===== src/rtl/sw_debouncer_pkg.sv =====
// sw_debouncer_pkg: shared FSM states, default timing and width helper
// for the push-switch debouncer channels.
package sw_debouncer_pkg;

  typedef enum logic [1:0] {
    UP     = 2'd0,
    CHK_DN = 2'd1,
    DN     = 2'd2,
    CHK_UP = 2'd3
  } sw_state_e;

  // 5 ms debounce, 0.5 s first repeat, 0.1 s repeat period at 74.25 MHz.
  localparam int unsigned DEF_NSW           = 4;
  localparam int unsigned DEF_DEBOUNCE_CYC  = 371250;
  localparam int unsigned DEF_REPEAT_DELAY  = 37125000;
  localparam int unsigned DEF_REPEAT_PERIOD = 7425000;

  // Bits needed to hold 0..n-1 (at least one bit).
  function automatic int unsigned cnt_w(
    input int unsigned n
  );
    if (n > 1) begin
      return $clog2(n);
    end
    return 1;
  endfunction

endpackage


===== src/rtl/sw_debouncer_if.sv =====
// sw_debouncer_if: switch pins, sticky clears and conditioned outputs.
// master = switch/GPIO side, slave = debouncer.
interface sw_debouncer_if #(
  parameter int unsigned NSW = 4
);

  logic [NSW-1:0] sw_n_in;
  logic [NSW-1:0] evt_clr;
  logic [NSW-1:0] sw_level;
  logic [NSW-1:0] sw_press;
  logic [NSW-1:0] sw_release;
  logic [NSW-1:0] sw_repeat;
  logic [NSW-1:0] evt_sticky;

  modport master (
    output sw_n_in,
    output evt_clr,
    input  sw_level,
    input  sw_press,
    input  sw_release,
    input  sw_repeat,
    input  evt_sticky
  );

  modport slave (
    input  sw_n_in,
    input  evt_clr,
    output sw_level,
    output sw_press,
    output sw_release,
    output sw_repeat,
    output evt_sticky
  );

endinterface


===== src/rtl/sw_debounce_ch.sv =====
// sw_debounce_ch: one switch channel - 2-flop sync, debounce FSM,
// registered level and press/release/repeat pulses (active high).
module sw_debounce_ch
  import sw_debouncer_pkg::*;
#(
  parameter int unsigned DEBOUNCE_CYC  = DEF_DEBOUNCE_CYC,
  parameter int unsigned REPEAT_DELAY  = DEF_REPEAT_DELAY,
  parameter int unsigned REPEAT_PERIOD = DEF_REPEAT_PERIOD
) (
  input  logic clk_pix,
  input  logic rst_n,
  input  logic sw_n_in,
  output logic sw_level,
  output logic sw_press,
  output logic sw_release,
  output logic sw_repeat
);

  localparam int unsigned CW = cnt_w(DEBOUNCE_CYC);
  localparam int unsigned RMAX =
    (REPEAT_DELAY > REPEAT_PERIOD) ?
    REPEAT_DELAY : REPEAT_PERIOD;
  localparam int unsigned RCW = cnt_w(RMAX);
  localparam bit REP_EN = (REPEAT_DELAY != 0);

  localparam logic [CW-1:0] CNT_LAST =
    CW'(DEBOUNCE_CYC - 1);
  localparam logic [RCW-1:0] RDLY_LAST =
    RCW'(REP_EN ? REPEAT_DELAY - 1 : 0);
  localparam logic [RCW-1:0] RPER_LAST =
    RCW'(REPEAT_PERIOD - 1);

  logic s1_q, s1_d;
  logic s2_q, s2_d;
  sw_state_e state_q, state_d;
  logic [CW-1:0] cnt_q, cnt_d;
  logic [RCW-1:0] rcnt_q, rcnt_d;
  // 0: counting towards first repeat, 1: periodic repeats.
  logic rphase_q, rphase_d;
  logic level_q, level_d;
  logic press_q, press_d;
  logic release_q, release_d;
  logic repeat_q, repeat_d;

  always_ff @(posedge clk_pix or negedge rst_n) begin
    if (!rst_n) begin
      // Sync flops come up holding the released level.
      s1_q      <= 1'b0;
      s2_q      <= 1'b0;
      state_q   <= UP;
      cnt_q     <= '0;
      rcnt_q    <= '0;
      rphase_q  <= 1'b0;
      level_q   <= 1'b0;
      press_q   <= 1'b0;
      release_q <= 1'b0;
      repeat_q  <= 1'b0;
    end else begin
      s1_q      <= s1_d;
      s2_q      <= s2_d;
      state_q   <= state_d;
      cnt_q     <= cnt_d;
      rcnt_q    <= rcnt_d;
      rphase_q  <= rphase_d;
      level_q   <= level_d;
      press_q   <= press_d;
      release_q <= release_d;
      repeat_q  <= repeat_d;
    end
  end

  always_comb begin
    s1_d      = ~sw_n_in;
    s2_d      = s1_q;
    state_d   = state_q;
    cnt_d     = cnt_q;
    rcnt_d    = rcnt_q;
    rphase_d  = rphase_q;
    level_d   = level_q;
    press_d   = 1'b0;
    release_d = 1'b0;
    repeat_d  = 1'b0;
    unique case (state_q)
      UP: begin
        if (s2_q) begin
          state_d = CHK_DN;
          cnt_d   = '0;
        end
      end
      CHK_DN: begin
        if (!s2_q) begin
          state_d = UP;
          cnt_d   = '0;
        end else if (cnt_q == CNT_LAST) begin
          state_d  = DN;
          cnt_d    = '0;
          level_d  = 1'b1;
          press_d  = 1'b1;
          rcnt_d   = '0;
          rphase_d = 1'b0;
        end else begin
          cnt_d = cnt_q + 1'b1;
        end
      end
      DN: begin
        if (!s2_q) begin
          state_d = CHK_UP;
          cnt_d   = '0;
        end else if (REP_EN) begin
          if (!rphase_q) begin
            if (rcnt_q == RDLY_LAST) begin
              repeat_d = 1'b1;
              rcnt_d   = '0;
              rphase_d = 1'b1;
            end else begin
              rcnt_d = rcnt_q + 1'b1;
            end
          end else begin
            if (rcnt_q == RPER_LAST) begin
              repeat_d = 1'b1;
              rcnt_d   = '0;
            end else begin
              rcnt_d = rcnt_q + 1'b1;
            end
          end
        end
      end
      CHK_UP: begin
        // rcnt holds so a bounce back to DN resumes the repeat timing.
        if (s2_q) begin
          state_d = DN;
          cnt_d   = '0;
        end else if (cnt_q == CNT_LAST) begin
          state_d   = UP;
          cnt_d     = '0;
          level_d   = 1'b0;
          release_d = 1'b1;
        end else begin
          cnt_d = cnt_q + 1'b1;
        end
      end
    endcase
  end

  assign sw_level   = level_q;
  assign sw_press   = press_q;
  assign sw_release = release_q;
  assign sw_repeat  = repeat_q;

endmodule


===== src/rtl/sw_debouncer.sv =====
// sw_debouncer: NSW debounced switch channels plus per-channel sticky
// event flags (set by press/repeat, cleared by evt_clr; set wins).
module sw_debouncer
  import sw_debouncer_pkg::*;
#(
  parameter int unsigned NSW           = DEF_NSW,
  parameter int unsigned DEBOUNCE_CYC  = DEF_DEBOUNCE_CYC,
  parameter int unsigned REPEAT_DELAY  = DEF_REPEAT_DELAY,
  parameter int unsigned REPEAT_PERIOD = DEF_REPEAT_PERIOD
) (
  input  logic           clk_pix,
  input  logic           rst_n,
  sw_debouncer_if.slave  bus
);

  logic [NSW-1:0] level;
  logic [NSW-1:0] press;
  logic [NSW-1:0] release_p;
  logic [NSW-1:0] rpt;
  logic [NSW-1:0] evt_sticky_q, evt_sticky_d;

  for (genvar i = 0; i < NSW; i++) begin : g_ch
    sw_debounce_ch #(
      .DEBOUNCE_CYC  (DEBOUNCE_CYC),
      .REPEAT_DELAY  (REPEAT_DELAY),
      .REPEAT_PERIOD (REPEAT_PERIOD)
    ) u_ch (
      .clk_pix    (clk_pix),
      .rst_n      (rst_n),
      .sw_n_in    (bus.sw_n_in[i]),
      .sw_level   (level[i]),
      .sw_press   (press[i]),
      .sw_release (release_p[i]),
      .sw_repeat  (rpt[i])
    );
  end

  always_comb begin
    evt_sticky_d = (evt_sticky_q & ~bus.evt_clr)
                 | press | rpt;
  end

  always_ff @(posedge clk_pix or negedge rst_n) begin
    if (!rst_n) begin
      evt_sticky_q <= '0;
    end else begin
      evt_sticky_q <= evt_sticky_d;
    end
  end

  assign bus.sw_level   = level;
  assign bus.sw_press   = press;
  assign bus.sw_release = release_p;
  assign bus.sw_repeat  = rpt;
  assign bus.evt_sticky = evt_sticky_q;

endmodule


===== src/flat_wrapper.sv =====
// flat-port wrapper written by rule: the top's interface ports become plain ports
module sw_debouncer_flat import sw_debouncer_pkg::*;
#(
  parameter int unsigned NSW           = DEF_NSW,
  parameter int unsigned DEBOUNCE_CYC  = DEF_DEBOUNCE_CYC,
  parameter int unsigned REPEAT_DELAY  = DEF_REPEAT_DELAY,
  parameter int unsigned REPEAT_PERIOD = DEF_REPEAT_PERIOD
)
  (clk_pix, rst_n, bus_sw_n_in, bus_evt_clr, bus_sw_level, bus_sw_press, bus_sw_release, bus_sw_repeat, bus_evt_sticky);
  sw_debouncer_if #(.NSW(NSW)) bus_i ();
  input  logic clk_pix;
  input  logic rst_n;
  input wire logic [$bits(bus_i.sw_n_in)-1:0] bus_sw_n_in;
  input wire logic [$bits(bus_i.evt_clr)-1:0] bus_evt_clr;
  output wire logic [$bits(bus_i.sw_level)-1:0] bus_sw_level;
  output wire logic [$bits(bus_i.sw_press)-1:0] bus_sw_press;
  output wire logic [$bits(bus_i.sw_release)-1:0] bus_sw_release;
  output wire logic [$bits(bus_i.sw_repeat)-1:0] bus_sw_repeat;
  output wire logic [$bits(bus_i.evt_sticky)-1:0] bus_evt_sticky;
  assign bus_i.sw_n_in = bus_sw_n_in;
  assign bus_i.evt_clr = bus_evt_clr;
  assign bus_sw_level = bus_i.sw_level;
  assign bus_sw_press = bus_i.sw_press;
  assign bus_sw_release = bus_i.sw_release;
  assign bus_sw_repeat = bus_i.sw_repeat;
  assign bus_evt_sticky = bus_i.evt_sticky;
  sw_debouncer #(.NSW(NSW), .DEBOUNCE_CYC(DEBOUNCE_CYC), .REPEAT_DELAY(REPEAT_DELAY), .REPEAT_PERIOD(REPEAT_PERIOD)) u_core (.clk_pix(clk_pix), .rst_n(rst_n), .bus(bus_i));
endmodule

===== config.mk =====
export PLATFORM = sky130hd
export DESIGN_NAME = sw_debouncer_flat
export DESIGN_NICKNAME = d
export VERILOG_FILES = /design/src/rtl/sw_debouncer_pkg.sv /design/src/rtl/sw_debouncer_if.sv /design/src/rtl/sw_debounce_ch.sv /design/src/rtl/sw_debouncer.sv /design/src/flat_wrapper.sv
export SDC_FILE = /design/constraint.sdc
export NUM_CORES = 1
export LEC_CHECK = 0
export ABC_AREA = 0
export CORE_UTILIZATION = 57
export DETAILED_ROUTE_END_ITERATION = 6
export PLACE_DENSITY_LB_ADDON = 0.1
export SETUP_SLACK_MARGIN = 0.05
export SLEW_MARGIN = 20
export SYNTH_ARGS = -nofsm -noshare
export SYNTH_HDL_FRONTEND = slang
export SYNTH_SLANG_ARGS = --single-unit

===== constraint.sdc =====
create_clock -name clk_pix -period 2.41 [get_ports clk_pix]
set_input_delay 0.241 -clock clk_pix [delete_from_list [all_inputs] [get_ports clk_pix]]
set_output_delay 0.241 -clock clk_pix [all_outputs]
set_load 0.02 [all_outputs]

==> impl_metrics.ini, run 1 <==
[critical_path]
crit_family = simple AND/OR/NAND/NOR gates
reg2reg_from = u_core.g_ch[2].u_ch.cnt_q[12]$_DFFE_PN0P_
ff2ff_setup_slack_ns = 0.05
critPathRequiredTime_ns = 2.80
path_max_fanout = 8
start_kind = register
arrival_ns = 2.76
rr_endpoint = u_core.g_ch[2].u_ch.rcnt_q[20]$_DFFE_PN0P_
slowest_delay_ns = 0.52
reg2reg_depth = 8
crit_slowest_cell = or4b_4
crit_chain = or4b_4 -> or4_4 -> nor4_4 -> buf_4 -> o21ai_4 -> buf_8 -> a2bb2oi_2 -> o31ai_1
critPathKind = reg2reg
cp_num_buf_inv = 2
end_kind = register

[layout]
largest_reg_flops = 104
drive_above_1_share_pct = 12.9
nets = 1493
synthToLayoutAreaGrowth_pct = 17.9
final_cell_count_no_fill = 1757
antenna_cells = 0
largest_register = u_core.g_ch.u_ch.rcnt_q
largestRegisters = u_core.g_ch.u_ch.rcnt_q (104), u_core.g_ch.u_ch.cnt_q (76)
fin_util_pct = 69.5

[hold_path]
min_to = u_core.g_ch[3].u_ch.s1_q$_DFF_PN0_
hold_class = in2reg
min_from = bus_sw_n_in[3]
hold_depth = 2

[run]
drv_cap = 0

[power]
report.power.total_mw = 7.57
powerDensity_nw_per_um2 = 530
power_frac_seq_pct = 49.5
swShare_pct = 22.0
p_int_mw = 5.91
leakage_nw = 5.91
vdd_drop_max_mv = 0.468
power.share.combinational_pct = 3.2
switchingPower_mw = 1.67
pwr-share-clk_pct = 47.3

[clock_network]
numCtsBuffers = 25
clockBufferDepth = 3
h-tree-depth = 1
cts_sinks = 220
cts_tree = done
root_buffer = clkbuf_16
clkTransAtPathRegs_ns = 0.06
clock_latency_ns = 0.52

[place]
dpl.hpwl_mm = 18.8
pre_cts_slack_ns = -0.000432
place.port_buffers = 29
place_congestion = 0.884
place_inst = 1698

[synthesis]
synthFlopType = dfrtp_1
ys_seq_elements = 220
syn_avg_cell_area_um2 = 8.73
yosysSeqAreaShare_pct = 45.4
syn-instance-count = 1388
synth.distinct_cells = 66
netlist_area_um2 = 12100
synth_edf_count = 0
syn_nets = 1410
ys_warn_count = 0
async_flop_share_pct = 100

[sta]
fmax_mhz = 423
slew_headroom_pct = 26.4
fin_skew_ns = 0.0183
fin_crit_sh_pct = 98.1
fin_crit_ns = 2.36
hold_slack_ns = 0.203
finalSetupViolCount = 0
rsz0062_at_grt = true
hold_violations = 0
tightestPinTransition_ns = 1.10
layout_setup_ws_ns = 0.0451
final_max_slew_viol_count = 0

[floorplan]
die_area_um2 = 21900
die_w_um = 148
rows = 52
core_area_um2 = 20600
ioPinCount = 30
start_util_pct = 59.0
die_h_um = 148

[routing]
viasPerCell = 6.25
drt_first_pass_iters = 7
routedWlPerCell_um = 16.3
drtIter0Drc = 676
postRouteAntennaNets = 0
drc = 0
vias = 11000
wl_mm = 28.6

[global_routing]
grt_use_total_pct = 25.8
grt_remaining_overflow = 0
antenna_found_initial = 0
grt_pass1_wl_mm = 47.8
grt_max_degree = 55
grt_pass1_vias = 10200

[outcome]
outcome = finished clean
## worst max-delay path by stage
stage / from / end / cells past startpoint
global placement: u_core.g_ch[1].u_ch.rcnt_q[15]$_DFFE_PN0P_ / u_core.g_ch[1].u_ch.rcnt_q[11]$_DFFE_PN0P_ / 7
global route: u_core.g_ch[2].u_ch.cnt_q[12]$_DFFE_PN0P_ / u_core.g_ch[2].u_ch.rcnt_q[20]$_DFFE_PN0P_ / 8
detailed placement: u_core.g_ch[1].u_ch.rcnt_q[15]$_DFFE_PN0P_ / u_core.g_ch[1].u_ch.rcnt_q[11]$_DFFE_PN0P_ / 7
CTS: u_core.g_ch[1].u_ch.rcnt_q[15]$_DFFE_PN0P_ / u_core.g_ch[1].u_ch.rcnt_q[11]$_DFFE_PN0P_ / 7
floorplan: u_core.g_ch[1].u_ch.rcnt_q[15]$_DFFE_PN0P_ / u_core.g_ch[1].u_ch.rcnt_q[24]$_DFFE_PN0P_ / 7
finish: u_core.g_ch[2].u_ch.cnt_q[12]$_DFFE_PN0P_ / u_core.g_ch[2].u_ch.rcnt_q[20]$_DFFE_PN0P_ / 8
## power groups by stage
stage | sequential, mW | combinational, mW | clock (mW)
2_1_floorplan | 3.80 | 0.109 | 0
3_3_place_gp | 3.81 | 0.233 | 0
3_5_place_dp | 3.81 | 0.236 | 0
4_1_cts | 3.75 | 0.240 | 3.66
5_1_grt | 3.75 | 0.284 | 3.81
6_report | 3.75 | 0.245 | 3.58
## placed cells by master, fill, tap and decap left out, types with 6 or more instances in the layout
| cell | Yosys | routed |
|---|---|---|
| nor4_1 | 34 | 31 |
| or3_1 | 21 | 21 |
| mux2i_1 | 8 | 8 |
| and3_1 | 34 | 34 |
| or4_1 | 10 | 9 |
| nand2b_1 | 7 | 7 |
| buf_4 | 16 | 81 |
| nand4_1 | 44 | 44 |
| o21a_1 | 7 | 7 |
| nor3b_1 | 8 | 8 |
| ha_1 | 12 | 12 |
| o31ai_1 | 50 | 50 |
| and4_1 | 11 | 11 |
| and2_1 | 18 | 18 |
| a2bb2oi_1 | 16 | 6 |
| o311ai_0 | 8 | 8 |
| nor4b_1 | 10 | 9 |
| a2bb2oi_2 | 0 | 10 |
| dfrtp_1 | 220 | 218 |
| inv_1 | 36 | 36 |
| clkdlybuf4s50_1 | 0 | 28 |
| nor2b_1 | 20 | 20 |
| nand3_1 | 98 | 96 |
| nor3_1 | 36 | 35 |
| a31oi_1 | 20 | 20 |
| o41ai_1 | 10 | 10 |
| clkbuf_16 | 0 | 28 |
| buf_12 | 0 | 8 |
| a21oi_1 | 52 | 48 |
| nor2_1 | 101 | 97 |
| clkbuf_8 | 0 | 7 |
| o21ai_0 | 170 | 167 |
| nand2_1 | 160 | 160 |
| a21o_1 | 19 | 19 |
## metal layers
metal  track usage (%)  up-vias  part of all wire (%)  wire length (um)
li1                  -     5321                     -                 -
met1              35.7     5340                    46             13000
met2              43.0      287                    48             13700
met3              2.96       37                   4.8              1360
met4              6.96        0                   1.6               446
met5                 0        -                     0                 0
## metrics by stage
step,setup TNS [ns],instance area (um2)
2_1_floorplan,0,12100
3_3_place_gp,0,13100
3_5_place_dp,-0.000432,13100
4_1_cts,0,13900
5_1_grt,-0.00677,14300
6_report,0,14300
## area by class of cell
class	instances	area, um2
Clock buffer	37	741
Fill cell	1675	6270
Inverter	37	139
Sequential cell	220	5510
Clock inverter	6	33.8
Multi-Input combinational cell	1059	6310
Tap cell	270	338
Timing Repair Buffer	128	1220
## logic make-up after synthesis
group	after synthesis	share of synthesized area (%)
compound gates	378	19.3
xor+xnor	8	0.578
fa+ha+maj	12	1.24
buf+inv	109	4.03
flops	220	45.4
mux	12	1.03
simple gates	649	28.5
## synth_stat cells (11+ instances only)
| library cell | number | area, um2 |
|---|---|---|
| o31ai_1 | 50 | 375 |
| and4_1 | 11 | 96.3 |
| nor3_1 | 36 | 180 |
| ha_1 | 12 | 150 |
| clkbuf_1 | 46 | 173 |
| nand2_1 | 160 | 601 |
| a2bb2oi_1 | 16 | 140 |
| or3_1 | 21 | 131 |
| o21ai_0 | 170 | 851 |
| nand4_1 | 44 | 275 |
| and3_1 | 34 | 213 |
| a31oi_1 | 20 | 125 |
| buf_4 | 16 | 120 |
| dfrtp_1 | 220 | 5510 |
| and2_1 | 18 | 113 |
| nand3_1 | 98 | 490 |
| nor2_1 | 101 | 379 |
| a21oi_1 | 52 | 260 |
| inv_1 | 36 | 135 |
| nor4_1 | 34 | 213 |
| nor2b_1 | 20 | 125 |
| a21o_1 | 19 | 143 |
## timing repair
action	in CTS	in global routing
hold buffers	1	0
pin swaps	0	8
buffers inserted	0	11
endpoints found under the setup margin	10	90
hold endpoints to repair	50	0
cloned	0	4
gates resized for setup	7	36
No activity file was read; power rests on OpenSTA's default activity.
==> run 2, diff against run 1 <==
--- a/config.mk
+++ b/config.mk
@@ -5,7 +5,7 @@
 export SDC_FILE = /design/constraint.sdc
 export NUM_CORES = 1
 export LEC_CHECK = 0
-export ABC_AREA = 0
+export ABC_AREA = 1
 export CORE_UTILIZATION = 57
 export DETAILED_ROUTE_END_ITERATION = 6
 export PLACE_DENSITY_LB_ADDON = 0.1
==> run 2 against run 1 <==
Against the previous run:
- clock skew fell by 0.0049 ns
- final cell count increased by 33%
- critical path type unchanged
- routed wire length grew 7.3%
- sequential share of layout area decreased by 1.9 points
- largest power group is now clock
==> impl_metrics.ini, run 2 <==
[synthesis]
synth_edf_count = 0
synth.top_cell.area_share_pct = 40.6
syn_nets = 1988
syn_avg_cell_area_um2 = 6.91
synthTopCellsByCount = nand2_1, inv_1, nor2_1
post-synth-top-area-cell = dfrtp_1
synth_area_leaders = dfrtp_1, nand2_1, inv_1
ys_seq_elements = 220
async_flop_share_pct = 100
netlist_area_um2 = 13600
syn-instance-count = 1966
synth.distinct_cells = 43
ys_warn_count = 0
yosysMostFrequentCell = nand2_1
synthFlopType = dfrtp_1
yosysSeqAreaShare_pct = 40.6

[power]
leakage_nw = 6.98
powerDensity_nw_per_um2 = 577
vdd_drop_max_mv = 0.545

[clock_network]
cts_sinks = 220
h-tree-depth = 1
cts_tree = done
root_buffer = clkbuf_16
numCtsBuffers = 26
clock_latency_ns = 0.53
clkTransAtPathRegs_ns = 0.06
clockBufferDepth = 3

[floorplan]
start_util_pct = 58.0
die_area_um2 = 24400
die_h_um = 156
rows = 56
ioPinCount = 30
core_area_um2 = 23400
die_w_um = 156

[critical_path]
critPathRequiredTime_ns = 2.87
arrival_ns = 2.47
critPathKind = reg2reg
end_kind = register
start_kind = register
path_max_fanout = 17

[layout]
drive_above_1_share_pct = 5.26
final_common_cell = nand2_1
fin_util_pct = 64.2
antenna_cells = 0
largest_register = u_core.g_ch.u_ch.rcnt_q
nets = 2018
regArea_um2 = 5510
multi_input_area_um2 = 6710
largest_reg_flops = 104
largestRegisters = u_core.g_ch.u_ch.rcnt_q (104), u_core.g_ch.u_ch.cnt_q (76)
fill_cells = 2129
final_cell_mix = nand2_1, inv_1, nor2_1
synthToLayoutAreaGrowth_pct = 10.7

[global_routing]
antenna_found_initial = 0
grt_max_degree = 70
grt_use_total_pct = 26.2
grt_pass1_wl_mm = 53.4
grt_pass1_vias = 11900
grt_remaining_overflow = 0

[place]
place_congestion = 0.951
dpl.hpwl_mm = 22.3
place.port_buffers = 29

[hold_path]
hold_class = in2reg

[routing]
viasPerCell = 5.31
drtIter0Drc = 777
drc = 0
vias = 12400
drt_first_pass_iters = 5
routedWlPerCell_um = 13.1
wl_mm = 30.7
postRouteAntennaNets = 0

[sta]
final_max_slew_viol_count = 0
rsz0062_at_grt = false
setup_tns_ns = 0
slew_headroom_pct = 62.1
tightestPinTransition_ns = 0.567
fin_skew_ns = 0.0134
fin_crit_ns = 2.00
fin_crit_sh_pct = 83.2
fmax_mhz = 499
finalSetupViolCount = 0
hold_violations = 0

[run]
drv_cap = 0

[outcome]
outcome = finished clean
==> run 2: report_power, final <==
group	switching [mW]	internal (mW)
logic	0.536	0.206
clock network	1.53	2.50
registers	0.108	3.79
total	2.17	6.50
==> run 2: layout make-up <==
class	instances	area share, %
multi-input cells	1423	44.6
flip-flops and latches	220	36.6
inverters	277	6.92
clock buffers	41	5.38
repair buffers	48	3.18
well taps	319	2.66
clock inverters	7	0.566
==> run 2: through the flow <==
step	cell area [um2]	hold WS, ns	total power [mW]	worst slack, ns	cells
3_3_place_gp	14100	0.238	4.69	0.348	2286
5_1_grt	15000	0.181	9.03	0.174	2335
3_5_place_dp	14100	0.249	4.72	0.267	2286
6_report	15000	0.181	8.67	0.406	2335
4_1_cts	15000	0.163	8.76	0.245	2335
2_1_floorplan	13600	-0.0546	4.42	0.738	1966
==> run 2: layer usage <==
metal	GRT usage (%)	wire length, um
met1	34.4	14100
met2	45.5	14600
met3	3.41	1430
met4	6.86	541
met5	0	0
==> run 2: logic make-up (layout without fill, tap and decap cells) <==
logic type / after synthesis / in the layout / synth area share, %
compound gates: 179 / 179 / 7.24
flops: 220 / 220 / 40.6
buf+inv: 323 / 373 / 10.1
xor+xnor: 51 / 51 / 3.29
fa+ha+maj: 12 / 12 / 1.11
simple gates: 1181 / 1181 / 37.8
==> run 2: path summary, 6_finish.rpt <==
| check | cells after the start | start | end | slack (ns) |
|---|---|---|---|---|
| min in group asynchronous | 2 | rst_n | u_core.g_ch[0].u_ch.cnt_q[10]$_DFFE_PN0P_ | 0.25 |
| worst min-delay path | 2 | bus_sw_n_in[3] | u_core.g_ch[3].u_ch.s1_q$_DFF_PN0_ | 0.18 |
| worst min register to register | 0 | u_core.g_ch[3].u_ch.s1_q$_DFF_PN0_ | u_core.g_ch[3].u_ch.s2_q$_DFF_PN0_ | 0.35 |
| max in group asynchronous | 3 | rst_n | u_core.g_ch[1].u_ch.rcnt_q[10]$_DFFE_PN0P_ | 1.31 |
| worst max register to register | 11 | u_core.g_ch[3].u_ch.cnt_q[1]$_DFFE_PN0P_ | u_core.g_ch[3].u_ch.rcnt_q[24]$_DFFE_PN0P_ | 0.41 |
| worst max-delay path | 11 | u_core.g_ch[3].u_ch.cnt_q[1]$_DFFE_PN0P_ | u_core.g_ch[3].u_ch.rcnt_q[24]$_DFFE_PN0P_ | 0.41 |
==> run 2: what timing repair did <==
| item | CTS | global route |
|---|---|---|
| setup buffers | 0 | 0 |
| endpoints found under the setup margin | 0 | 1 |
| endpoints found under the hold margin | 64 | 0 |
| hold buffers | 1 | 0 |
| gates resized for setup | 0 | 1 |
==> run 2: critical path: stages, from the launching register on <==
cell     delay, ns
dfrtp_1       0.39
inv_1         0.10
ha_1          0.18
nand4_1       0.09
nor2_1        0.12
nand3_1       0.15
nand2_2       0.31
buf_4         0.23
nand3_1       0.11
nand2_1       0.09
nand2_1       0.05
nor2_1        0.09
